--- src/rtl/branch_pred_ctrl.sv ---
// branch_pred_ctrl
// Sequencing controller for the 2-bit branch history table.
// Keeps predicted branches in an in-order queue between IF and EX.
// Issues one table update per resolved branch.
// Raises a one-cycle flush with a redirect PC on a misprediction.
// Optional feature macro: BPC_STATS_EN adds saturating branch/mispredict counters.

module branch_pred_ctrl #(
   parameter int DEPTH = 4,
   parameter int PTR_W = $clog2(DEPTH)
) (
   input  logic             clk,
   input  logic             rst,
   input  logic             alloc_valid,
   input  logic [31:0]      alloc_pc,
   input  logic             alloc_pred_taken,
   output logic             alloc_ready,
   output logic [PTR_W-1:0] alloc_tag,
   input  logic             res_valid,
   input  logic             res_taken,
   input  logic [31:0]      res_target,
   output logic [31:0]      bht_update_pc,
   output logic             bht_is_taken,
   output logic             bht_is_branch,
   output logic             flush,
   output logic [31:0]      redirect_pc,
   output logic [PTR_W:0]   count
`ifdef BPC_STATS_EN
   ,
   output logic [31:0]      stat_branches,
   output logic [31:0]      stat_mispredicts
`endif
);

   typedef enum logic {
      RUN     = 1'b0,
      RECOVER = 1'b1
   } state_t;

   localparam logic [PTR_W:0]   CNT_FULL = (PTR_W+1)'(DEPTH);
   localparam logic [PTR_W:0]   CNT_ONE  = (PTR_W+1)'(1);
   localparam logic [PTR_W-1:0] PTR_ONE  = PTR_W'(1);

   state_t           state;
   state_t           state_next;
   logic [PTR_W-1:0] head;
   logic [PTR_W-1:0] tail;
   logic [31:0]      pc_q   [DEPTH];
   logic             pred_q [DEPTH];

   logic             do_alloc;
   logic             do_res;
   logic             mispredict;

   assign alloc_ready = (state == RUN) && (count < CNT_FULL);
   assign alloc_tag   = tail;
   assign do_alloc    = alloc_valid && alloc_ready;
   assign do_res      = res_valid && (count != '0);
   assign mispredict  = do_res && (res_taken != pred_q[head]);

   // State register: RUN normally, a single RECOVER bubble after each flush.
   always_ff @(posedge clk or negedge rst) begin
      if (!rst) begin
         state <= RUN;
      end else begin
         state <= state_next;
      end
   end

   // Next state: a mispredict enters RECOVER, which always falls back to RUN.
   always_comb begin
      state_next = state;
      case (state)
         RUN:     if (mispredict) state_next = RECOVER;
         RECOVER: state_next = RUN;
         default: state_next = RUN;
      endcase
   end

   // Queue storage is written at the tail; contents need no reset.
   always_ff @(posedge clk) begin
      if (do_alloc) begin
         pc_q[tail]   <= alloc_pc;
         pred_q[tail] <= alloc_pred_taken;
      end
   end

   // Pointers and occupancy; a mispredict discards every entry, including a same-cycle allocation.
   always_ff @(posedge clk or negedge rst) begin
      if (!rst) begin
         head  <= '0;
         tail  <= '0;
         count <= '0;
      end else if (mispredict) begin
         head  <= '0;
         tail  <= '0;
         count <= '0;
      end else begin
         if (do_res)   head <= head + PTR_ONE;
         if (do_alloc) tail <= tail + PTR_ONE;
         case ({do_alloc, do_res})
            2'b10:   count <= count + CNT_ONE;
            2'b01:   count <= count - CNT_ONE;
            default: count <= count;
         endcase
      end
   end

   // Registered table update strobe and flush; redirect_pc holds until the next flush.
   always_ff @(posedge clk or negedge rst) begin
      if (!rst) begin
         bht_update_pc <= '0;
         bht_is_taken  <= 1'b0;
         bht_is_branch <= 1'b0;
         flush         <= 1'b0;
         redirect_pc   <= '0;
      end else begin
         bht_is_branch <= do_res;
         bht_is_taken  <= do_res && res_taken;
         flush         <= mispredict;
         if (do_res) bht_update_pc <= pc_q[head];
         if (mispredict) redirect_pc <= res_taken ? res_target : (pc_q[head] + 32'd4);
      end
   end

`ifdef BPC_STATS_EN
   // Saturating counters of resolved branches and flushes.
   always_ff @(posedge clk or negedge rst) begin
      if (!rst) begin
         stat_branches    <= '0;
         stat_mispredicts <= '0;
      end else begin
         if (do_res && (stat_branches != 32'hFFFF_FFFF))
            stat_branches <= stat_branches + 32'd1;
         if (mispredict && (stat_mispredicts != 32'hFFFF_FFFF))
            stat_mispredicts <= stat_mispredicts + 32'd1;
      end
   end
`endif

endmodule

--- config.mk ---
export PLATFORM = sky130hd
export DESIGN_NAME = branch_pred_ctrl
export DESIGN_NICKNAME = d
export VERILOG_FILES = /design/src/rtl/branch_pred_ctrl.sv
export SDC_FILE = /design/constraint.sdc
export NUM_CORES = 1
export LEC_CHECK = 0
export CAP_MARGIN = 20
export CELL_PAD_IN_SITES_DETAIL_PLACEMENT = 1
export CELL_PAD_IN_SITES_GLOBAL_PLACEMENT = 2
export CORE_ASPECT_RATIO = 1.2
export CORE_MARGIN = 5
export CORE_UTILIZATION = 30
export DETAILED_ROUTE_END_ITERATION = 16
export PLACE_DENSITY_LB_ADDON = 0.1
export SLEW_MARGIN = 20
export SYNTH_ARGS = -nofsm -noshare
export SYNTH_HDL_FRONTEND = slang
export SYNTH_SLANG_ARGS = --single-unit
--- constraint.sdc ---
create_clock -name clk -period 6.2 [get_ports clk]
set_clock_uncertainty 0.1 [all_clocks]
set_input_delay 1.24 -clock clk [delete_from_list [all_inputs] [get_ports clk]]
set_output_delay 1.24 -clock clk [all_outputs]
set_load 0.02 [all_outputs]
==> flow_summary.yaml, run 1 <==
status:
  status: "completed"
global_route:
  overflow: 0
  grt_pass1_vias: 5996
  grt_usage: 0.140
  antenna_found_initial: 0
  grt_max_degree: 76
  grt_pass1_wl_um: 35400
die:
  start_util: 0.303
  pin_count: 143
  die_w_um: 165
  die_y_um: 196
  dieArea_um2: 32400
  coreArea_um2: 28700
  num_rows: 68
detailed_routing:
  routedWlPerCell_um: 19.9
  drt-pass1-iter-count: 4
  via_count: 5384
  routed_wl_um: 23000
  drtIter0Drc: 255
  viasPerCell: 4.66
  drc: 0
  ant_nets: 0
worst_setup_path:
  crit_fanout: 44
  worst_path_max_delay_cell: "nand2_1"
  crit_chain: "clkdlybuf4s50_1 > o31ai_4 > buf_4 > clkinv_1 > buf_4 > nand2b_1 > buf_4 > inv_1 > nand2_1 > o221ai_1"
  cp.arrival_ns: 3.97
  crit_type: "primary input to flip-flop"
  end_kind: "flip-flop"
  crit_path_frequent_cell: "buf_4"
  max_stage_delay_ns: 0.51
  critical_path_buf_inv_count: 6
  cpLargestDelayFamily: "buffers and inverters"
  crit_required_ns: 6.45
  critPathLaunchType: "primary input"
power:
  p_per_area_nw_per_um2: 492
  clock_power_share: 0.240
  internal_power_mw: 3.55
  switching_share: 0.356
  p_comb_frac: 0.384
  peakVddDrop_uv: 183
  p_leak_nw: 4.16
  p_switching_mw: 1.96
  seqPwrFrac: 0.376
clock_tree:
  cts_tree: "built"
  htreeDepth: 1
  cts.repair.resized: 0
  holdBufCountCts: 0
  post-cts-setup-buffers: 0
  cts.sink_count: 207
  clk_pin_slew_ns: 0.06
  clock_latency_ns: 0.50
  numCtsBuffers: 22
  clockRootBuffer: "clkbuf_16"
  cts_buffer_depth: 3
yosys:
  async_reset_ff_frac: 0.362
  yosysTopAreaCell: "edfxtp_1"
  synth_top_cell_area_share: 0.457
  syn_area_per_cell_um2: 14.1
  netlist_top_cells_count: "132 x edfxtp_1, 128 x nand2_1, 75 x dfrtp_1, 39 x nor2_1, 28 x mux4_1"
  synth_edf_count: 132
  ys_ff_latch: 207
  syn_inst: 614
  synth_area_leaders: "edfxtp_1 46%, dfrtp_1 22%, mux4_1 8.5%"
  synth_cell_type_count: 48
  synth-seq-area-share: 0.673
  synth_area_um2: 8680
  synth_ff_type: "edfxtp_1"
  syn_nets: 690
  yosys_warnings: 0
  synth_most_common_cell: "edfxtp_1"
sta:
  maxSlewHeadroom: 0.512
  fin_crit_ns: 3.72
  worst_pin_slew_ns: 0.732
  rsz0062_at_grt: "no"
  final_max_slew_viol_count: 0
  fin_ws_ns: 2.48
  finalCritPeriodShare: 0.600
  setup_viol: 0
  finalHoldViolations: 0
  fin_setup_tns_ns: 0
  fmax_mhz: 269
cells_and_area:
  drive_above_1_share: 0.0726
  num_antenna_cells: 0
  layout-area-overhead-vs-synth_pct: 29.0
  layout.nets: 834
flow_run:
  drv_cap: 0
placement:
  io_buffers: 142
  post-place-ws_ns: 1.93
  gp_congestion: 0.755
  dpl.hpwl_um: 16100
min_path:
  hold_path_class: "flip-flop to flip-flop"
==> worst paths after layout <==
kind,cells after the start,slack (ns),start,end
min in group asynchronous,1,0.68,rst,redirect_pc[0]$_DFFE_PN0P_
max reg2reg,7,2.62,head[0]$_DFFE_PN0P_,redirect_pc[27]$_DFFE_PN0P_
min,1,0.37,state$_DFF_PN0_,state$_DFF_PN0_
max,10,2.48,res_valid,redirect_pc[10]$_DFFE_PN0P_
max in group asynchronous,1,4.78,rst,head[0]$_DFFE_PN0P_
min reg2reg,1,0.37,state$_DFF_PN0_,state$_DFF_PN0_
==> power groups by stage <==
stage	clock network, mW	logic [mW]	registers (mW)
5_1_grt	1.42	2.30	2.12
2_1_floorplan	0	1.02	2.29
3_5_place_dp	0	2.15	2.11
6_report	1.32	2.12	2.07
3_3_place_gp	0	2.11	2.10
4_1_cts	1.37	2.16	2.09
==> per-layer routing <==
metal	global-route usage	up-vias	routed length [um]	share of wire
met3	0.0259	27	1220	0.053
met4	0.0311	0	359	0.016
met2	0.230	124	10900	0.47
li1	-	2536	-	-
met1	0.195	2697	10600	0.46
met5	0	-	0	0
==> cell type report <==
cell class	instances	area (um2)
fill	2977	17500
sequential	207	5840
multi-input combinational	366	2620
timing repair buffer	153	1510
clock buffer	27	591
tap	385	482
clock inverter	10	129
inverter	8	30.0
==> through the flow <==
step | area (um2) | util | total power [mW] | hold slack, ns | std cells
floorplan | 8680 | - | 3.31 | 0.304 | 614
global placement | 10500 | 0.365 | 4.21 | 0.361 | 1119
detailed placement | 10500 | 0.365 | 4.27 | 0.357 | 1119
CTS | 11200 | 0.390 | 5.62 | 0.373 | 1156
global route | 11200 | 0.391 | 5.84 | 0.391 | 1156
finish | 11200 | 0.391 | 5.51 | 0.370 | 1156
==> layout by cell type, fill, tap and decap left out, drive strengths merged, types with 2 or more instances in the layout <==
master,synthesis,layout
clkdlybuf4s50,0,141
edfxtp,132,132
nand2,128,128
dfrtp,75,75
nor2,39,39
mux4,32,32
clkbuf,18,27
xnor2,23,23
a21oi,23,23
o22ai,18,18
o21ai,18,18
nand3,15,15
buf,15,12
and3,8,8
xor2,8,8
inv,7,7
mux2i,7,7
nor3,7,7
clkinv,1,6
nor4,5,5
ha,5,5
nand4,5,5
bufinv,0,3
and2,3,3
or2,3,3
nand2b,2,2
and4,2,2
o21a,2,2
o221ai,2,2
a31oi,2,2
clkinvlp,0,2
or3,2,2
==> cells by family (layout without fill, tap and decap cells) <==
kind of cell             count (synthesis)  in the layout  share of synthesized area
AND/OR/NAND/NOR                        220            220                      0.110
multiplexers                            40             40                      0.105
flip-flops                             207            207                      0.673
XOR/XNOR                                31             31                     0.0313
AO/OA/AOI/OAI                           69             69                     0.0456
buffers and inverters                   41            198                     0.0267
adder cells (fa/ha/maj)                  6              6                    0.00951
==> state kept, by name (all words and copies together), names as in the netlist <==
register       flops
redirect_pc       32
alloc_tag          2
bht_update_pc     32
head               2
count              3
bht_is_taken       1
pred_q             4
state              1
pc_q             128
flush              1
bht_is_branch      1
Power figures use the tool's default switching activity.
==> run 2, diff against run 1 <==
==> constraint.sdc (replaced) <==
create_clock -name clk -period 3.18 [get_ports clk]
set_clock_uncertainty 0.1 [all_clocks]
set_input_delay 0.636 -clock clk [delete_from_list [all_inputs] [get_ports clk]]
set_output_delay 0.636 -clock clk [all_outputs]
set_load 0.02 [all_outputs]
==> run 2 against run 1 <==
Net effect:
- critical path depth is 3 lower
- clock power is 83% higher
- global-route usage is 0.45 points higher
- core utilization is 0.15 points higher
- critical endpoint is now redirect_pc[27]$_DFFE_PN0P_
- final cell count is 0.87% higher
- clock-buffer cell count is 1 higher
- total power is 94% higher
- first-iteration DRC count is 21% lower
- routed wire length is 2.7% higher
- via count is 1.5% higher
- sequential power is 92% higher
- worst hold slack worse by 0.30 ns
==> flow_summary.yaml, run 2 (synthesis gave the netlist of run 1 again) <==
status:
  status: "completed"
clock_tree:
  cts.sink_count: 207
  holdBufCountCts: 0
  clockRootBuffer: "clkbuf_16"
  post-cts-setup-buffers: 0
  cts_tree: "built"
  clock_latency_ns: 0.50
  clk_pin_slew_ns: 0.06
  numCtsBuffers: 23
  cts.repair.resized: 0
  htreeDepth: 1
  cts_buffer_depth: 3
worst_setup_path:
  crit_type: "flip-flop to flip-flop"
  end_kind: "flip-flop"
  crit_required_ns: 3.47
  cp.arrival_ns: 3.10
  rrSetupSlack_ns: 0.37
  rr_worst_depth: 7
  r2r-start: "head[0]$_DFFE_PN0P_"
  crit_fanout: 36
  critPathLaunchType: "flip-flop"
  timing.rr.end: "redirect_pc[27]$_DFFE_PN0P_"
cells_and_area:
  layout-area-overhead-vs-synth_pct: 29.5
  layout.nets: 843
  regMostFlops: "pc_q"
  reg.largest.list: "pc_q (128), bht_update_pc (32), redirect_pc (32)"
  drive_above_1_share: 0.0794
  fill_cells: 2953
  num_antenna_cells: 0
  mostFrequentLayoutCell: "clkdlybuf4s50_1"
  layout_common_cells: "141 x clkdlybuf4s50_1, 132 x edfxtp_1, 128 x nand2_1"
  largest_reg_flops: 128
die:
  start_util: 0.303
  pin_count: 143
  coreArea_um2: 28700
  dieArea_um2: 32400
  die_w_um: 165
  die_y_um: 196
  num_rows: 68
global_route:
  antenna_found_initial: 0
  grt_usage: 0.145
  grt_max_degree: 76
  grt_pass1_vias: 5999
  grt_pass1_wl_um: 36500
  overflow: 0
detailed_routing:
  via_count: 5463
  ant_nets: 0
  routed_wl_um: 23700
  drtIter0Drc: 201
  viasPerCell: 4.69
  routedWlPerCell_um: 20.3
  drc: 0
  drt-pass1-iter-count: 4
sta:
  fin_ws_ns: 0.366
  setup_viol: 0
  fin_setup_tns_ns: 0
  fin_crit_ns: 2.81
  maxSlewHeadroom: 0.498
  finalHoldViolations: 0
  final_max_slew_viol_count: 0
  fmax_mhz: 355
  finalCritPeriodShare: 0.885
  worst_pin_slew_ns: 0.753
  rsz0062_at_grt: "no"
placement:
  io_buffers: 142
  dpl.hpwl_um: 16500
  gp_congestion: 0.759
  post-place-ws_ns: 0.370
power:
  switching_share: 0.361
  peakVddDrop_uv: 473
  seqPwrFrac: 0.373
  internal_power_mw: 6.82
  p_switching_mw: 3.86
  p_per_area_nw_per_um2: 950
  p_comb_frac: 0.400
  p_leak_nw: 4.19
  clock_power_share: 0.227
flow_run:
  drv_cap: 0
min_path:
  hold_path_class: "primary input to async pin"
-- run 2: final cells by class --
class                           instances  area (um2)  area share
Timing Repair Buffer                  161        1590       0.141
Sequential cell                       207        5840       0.520
Tap cell                              385         482      0.0428
Clock inverter                         11        83.8     0.00746
Multi-Input combinational cell        366        2620       0.233
Clock buffer                           28         594      0.0529
Inverter                                8        30.0     0.00267
-- run 2: worst max path at each step --
stage / from / end / slack [ns] / depth (start not counted)
after floorplan: count[0]$_DFFE_PN0P_ / count[2]$_DFFE_PN0P_ / 0.42 / 8
after global placement: head[0]$_DFFE_PN0P_ / redirect_pc[27]$_DFFE_PN0P_ / 0.38 / 7
after detailed placement: head[0]$_DFFE_PN0P_ / redirect_pc[27]$_DFFE_PN0P_ / 0.37 / 7
after CTS: head[0]$_DFFE_PN0P_ / redirect_pc[27]$_DFFE_PN0P_ / 0.36 / 7
after global routing: head[0]$_DFFE_PN0P_ / redirect_pc[16]$_DFFE_PN0P_ / 0.26 / 8
final: head[0]$_DFFE_PN0P_ / redirect_pc[27]$_DFFE_PN0P_ / 0.37 / 7
-- run 2: power groups by stage --
| stage | combinational [mW] | sequential [mW] | clock [mW] |
|---|---|---|---|
| after floorplan | 1.99 | 4.46 | 0 |
| after global placement | 4.30 | 4.02 | 0 |
| after detailed placement | 4.35 | 4.06 | 0 |
| after CTS | 4.37 | 4.01 | 2.52 |
| after global routing | 4.64 | 4.07 | 2.64 |
| final | 4.28 | 3.98 | 2.42 |
-- run 2: through the flow --
stage / hold slack, ns / instance area [um2] / std cells / utilization / total power, mW
4_1_cts: 0.246 / 11200 / 1166 / 0.392 / 10.9
6_report: 0.0706 / 11200 / 1166 / 0.392 / 10.7
2_1_floorplan: 0.240 / 8680 / 614 / - / 6.45
3_5_place_dp: 0.330 / 10600 / 1127 / 0.368 / 8.41
5_1_grt: 0.124 / 11200 / 1166 / 0.392 / 11.4
3_3_place_gp: 0.330 / 10600 / 1127 / 0.368 / 8.32
-- run 2: per-layer routing --
metal  vias to the layer above  global-route usage  wire, um
met5                         -                   0         0
met4                         0              0.0290       383
met3                        26              0.0280      1510
met2                       144               0.232     11000
met1                      2731               0.207     10800
li1                       2562                   -         -
-- run 2: critical path, stage by stage (launching register included) --
cell and delay [ns]:
dfrtp_2 0.41, buf_12 0.20, mux4_1 0.57, nand3_1 0.24
or2_4 0.33, or4_4 0.48, mux2i_1 0.14, a211o_1 0.22
==> RTL change 1, RTL diff (settings of run 2) <==
Add an input register stage for `res_target`, without a reset; this delays it by one clock. The other inputs are not delayed to match.
--- a/src/rtl/branch_pred_ctrl.sv
+++ b/src/rtl/branch_pred_ctrl.sv
@@ -40,6 +40,12 @@
    localparam logic [PTR_W:0]   CNT_FULL = (PTR_W+1)'(DEPTH);
    localparam logic [PTR_W:0]   CNT_ONE  = (PTR_W+1)'(1);
    localparam logic [PTR_W-1:0] PTR_ONE  = PTR_W'(1);
+
+   logic [31:0] res_target_q;
+
+   always_ff @(posedge clk) begin
+      res_target_q <= res_target;
+   end
 
    state_t           state;
    state_t           state_next;
@@ -119,7 +125,7 @@
          bht_is_taken  <= do_res && res_taken;
          flush         <= mispredict;
          if (do_res) bht_update_pc <= pc_q[head];
-         if (mispredict) redirect_pc <= res_taken ? res_target : (pc_q[head] + 32'd4);
+         if (mispredict) redirect_pc <= res_taken ? res_target_q : (pc_q[head] + 32'd4);
       end
    end
 
Formal check against the unedited RTL: not equivalent (a bounded check fails within 4 cycles, from zero or initial values and one cycle with rst low).
==> RTL change 1 against run 2 <==
- routed wire length is 7.5% higher
- sequential cell count is 32 higher
- setup slack better by 1.5 ps
- total power is 10% higher
- synthesized area is 6.0% higher
- design area is 6.5% higher
- global-route usage is 0.20 points higher
==> RTL change 1: results (changes against run 2) <==
count of inserted antenna diode cells 0 (unchanged); largest fanout on the critical path 6 (was 36); Synth Flop Type edfxtp_1 (unchanged); count of routing violations after the opening detailed-route iteration 242 (was 201); Leakage Power 4.48 nW (was 4.19 nW); number of flip-flops in the largest register 128 (unchanged); cell at the root of the clock tree clkbuf_16 (unchanged); Unique masters post-synth 46 (was 48); share of flip-flops with an asynchronous set or reset after synthesis 31.4% (was 36.2%); type of the most critical hold path reg -> reg (was in -> async); worst endpoint data arrival time 2080 ps (was 3100 ps); Largest Register pc_q (unchanged); Least-Margin Pin Slew 672 ps (was 753 ps); PortBufs 142 (unchanged); fraction of layout cells with a size suffix above 1 12.3% (was 7.94%); initial antenna violation count 0 (unchanged); sum of met2 wire segment lengths after detailed routing 12.3 mm (was 11.0 mm); routability cong. 0.747 (was 0.759); number of buffers created by CTS 26 (was 23); cells after synthesis 630 (was 614); via count of the first global-routing pass 6345 (was 5999); length of routed met3 wiring 1.18 mm (was 1.51 mm); max-cap check violation count 0 (unchanged); wire length of the first global-routing pass 39.0 mm (was 36.5 mm); outcome finished clean (unchanged); clock-pin slew reported for the worst setup and hold paths after clock tree synthesis 60 ps (about the same); worst reg-to-reg setup slack 410 ps (was 370 ps); via count 5592 (was 5463); final net count 868 (was 843); DPL Wire Length 17.7 mm (was 16.5 mm); maximum buffer depth of the clock tree 3 (unchanged); warnings from Yosys 0 (unchanged); achievable clock frequency 356 MHz (was 355 MHz); DR top layer met4 (unchanged); total placed instance area 11200 µm² (was 10600 µm²); Tot GR Track Use 14.7% (was 14.5%); Setup WS pre-CTS 371 ps (was 370 ps); Fin Hold WS 327 ps (was 70.6 ps); placed insts 1159 (was 1127); insertion delay to the later sink of the worst-skew pair 530 ps (was 500 ps); cell types occupying the most area after synthesis edfxtp_1, dfrtp_1, mux4_2, dfxtp_1, nand2_1 (was edfxtp_1, dfrtp_1, mux4_1, nand2_1, xnor2_1); sequential-to-total area share from yosys stat 70.5% (was 67.3%); largest net degree at the start of global routing 42 (was 76); non-filler instance count after layout 1206 (was 1166); synthesized netlist net count 706 (was 690); Setup Fix Bufs, Post-CTS 0 (unchanged); count of TritonRoute iterations in the first routing pass 4 (unchanged); count of flip-flops with a built-in enable after synthesis 132 (unchanged); ranking of synthesized cells by instance count edfxtp_1, nand2_1, dfrtp_1 (unchanged); number of H-tree branching levels 1 (unchanged); detailed-route wire length 25.5 mm (was 23.7 mm); Peak VDD IR 0.000558 V (was 0.000473 V); M1 WL 11.4 mm (was 10.8 mm)
RTL change 1: cell types whose count changed after synthesis, sizes merged, moves of 7 or more:
cell,run 2,this run
and3,8,17
dfxtp,0,32
o22ai,18,8
o21ai,18,35
nor2,39,30
xor2,8,16
nand2,128,116
xnor2,23,16
RTL change 1: path summary, 6_finish.rpt:
| path | to | cells after the start | startpoint |
|---|---|---|---|
| worst max register to register | redirect_pc[9]$_DFFE_PN0P_ | 7 | head[0]$_DFFE_PN0P_ |
| worst min-delay path | state$_DFF_PN0_ | 1 | state$_DFF_PN0_ |
| worst max-delay path | alloc_ready | 2 | count[2]$_DFFE_PN0P_ |
| max in group asynchronous | head[0]$_DFFE_PN0P_ | 3 | rst |
| min in group asynchronous | redirect_pc[5]$_DFFE_PN0P_ | 2 | rst |
| worst min register to register | state$_DFF_PN0_ | 1 | state$_DFF_PN0_ |
RTL change 1: critical path, cell delays in order, from the launching register on:
cell	delay [ps]
dfrtp_1	450
nor2_1	400
clkdlybuf4s50_1	700
RTL change 1: logic make-up after synthesis:
| family | Yosys count | share of synthesized area [%] |
|---|---|---|
| buffers and inverters | 38 | 2.15 |
| adders and majority gates | 6 | 0.898 |
| AOI/OAI and AO/OA | 74 | 4.27 |
| DFF | 239 | 70.5 |
| muxes | 37 | 8.60 |
| xor gates and xnor gates | 32 | 3.05 |
| and+or+nand+nor | 204 | 10.6 |
RTL change 1: final cells by class:
class,instances,area (µm²)
well taps,396,495
repair buffers,164,1640
flip-flops and latches,239,6480
clock buffers,36,729
inverters,8,30.0
multi-input cells,353,2530
fillers,3113,18400
clock inverters,10,71.3
RTL change 1: repair_timing:
| action | CTS | global route |
|---|---|---|
| endpoints found under the setup margin | 0 | 0 |
| gates resized for setup | 0 | 0 |
| hold endpoints to repair | 1 | 0 |
| hold buffers | 1 | 0 |
RTL change 1: where the power goes:
part	switching (mW)	internal, mW
clock network	1.18	1.67
logic	2.59	1.88
registers	0.406	4.04
RTL change 1: metal layers:
metal  GRT usage, %  up-vias
met5              0        -
met4           3.57        0
met3           2.60       42
met2           24.4      118
met1           20.1     2818
li1               -     2614
==> RTL change 2, RTL diff (flow settings as in run 2) <==
Without the edit above. `DEPTH`: 4 -> 8.
--- a/src/rtl/branch_pred_ctrl.sv
+++ b/src/rtl/branch_pred_ctrl.sv
@@ -6,7 +6,7 @@
 // Optional feature macro: BPC_STATS_EN adds saturating branch/mispredict counters.
 
 module branch_pred_ctrl #(
-   parameter int DEPTH = 4,
+   parameter int DEPTH = 8,
    parameter int PTR_W = $clog2(DEPTH)
 ) (
    input  logic             clk,
Interface: changed (resized alloc_tag and count); port bits go from 143 to 145. No check against the original RTL was run, so the function may have changed too.
==> RTL change 2 against run 2 <==
- synthesized cell count up 32%
- setup slack got worse by 250 ps
- synthesized area increased by 60%
- critical endpoint is now redirect_pc[21]$_DFFE_PN0N_
- via count grew 45%
- routed wire length up 63%
- critical path depth increased by 2
- sequential cell count rose by 135
- sequential power grew 54%
- combinational power up 57%
- final cell count is 44% higher
- largest power group unchanged
- total power rose by 62%
- design area increased by 61%
==> RTL change 2: results (changes against run 2) <==
outcome finished clean (unchanged); power in the clock group 4.43 mW (was 2.42 mW); number of buffers created by CTS 37 (was 23); final net count 1108 (was 843); GRT met2 Usage 24.8% (was 23.2%); count of flip-flops with a built-in enable after synthesis 264 (was 132); PortBufs 144 (was 142); Leakage Power 6.20 nW (was 4.19 nW); insertion delay to the later sink of the worst-skew pair 530 ps (was 500 ps); registers with the highest flip-flop counts pc_q x256, bht_update_pc x32, redirect_pc x32 (was pc_q x128, bht_update_pc x32, redirect_pc x32); worst reg-to-reg setup slack 110 ps (was 370 ps); Worst setup endpoint redirect_pc[21]$_DFFE_PN0N_ (was redirect_pc[27]$_DFFE_PN0P_); count of routing violations after the opening detailed-route iteration 349 (was 201); met3 layer usage reported by global route 2.61% (was 2.80%); Non-Clock Buffer Count 226 (was 161); Comb group 6.74 mW (was 4.28 mW); # clock sinks 342 (was 207); ranking of synthesized cells by instance count edfxtp_1, dfrtp_1, nand2_1 (was edfxtp_1, nand2_1, dfrtp_1); final design utilization 39.4% (was 39.2%); type of the most critical hold path reg -> reg (was in -> async); Least-Margin Pin Slew 606 ps (was 753 ps); Setup WS pre-CTS -138 ps (was 370 ps); cells after synthesis 809 (was 614); synthesized netlist net count 884 (was 690); largest fanout on the critical path 11 (was 36)
[RTL change 2: kinds of logic (layout without fill, tap and decap cells)]
kind of cell / after synthesis / in the layout / synth area share [%]
xor+xnor: 28 / 28 / 1.77
compound gates: 105 / 105 / 4.32
simple gates: 178 / 178 / 6.13
mux: 104 / 104 / 14.1
buf+inv: 46 / 298 / 2.07
flops: 342 / 342 / 71.1
fa+ha+maj: 6 / 6 / 0.522
[RTL change 2: worst register-to-register path, stage by stage, from the launching register on]
cell and delay (ps):
dfrtp_4 530, buf_12 170, mux4_1 340, mux2i_1 130
or4_4 530, or3_1 380, buf_4 210, or4_1 410
nand3_1 100, a21oi_1 60
[RTL change 2: what timing repair did]
item,4_1_cts,5_1_grt
endpoints found under the hold margin,28,0
setup endpoints to repair,22,20
pin swaps,0,4
gates cloned,0,1
hold buffers,1,0
setup buffers,2,1
gates resized for setup,2,15
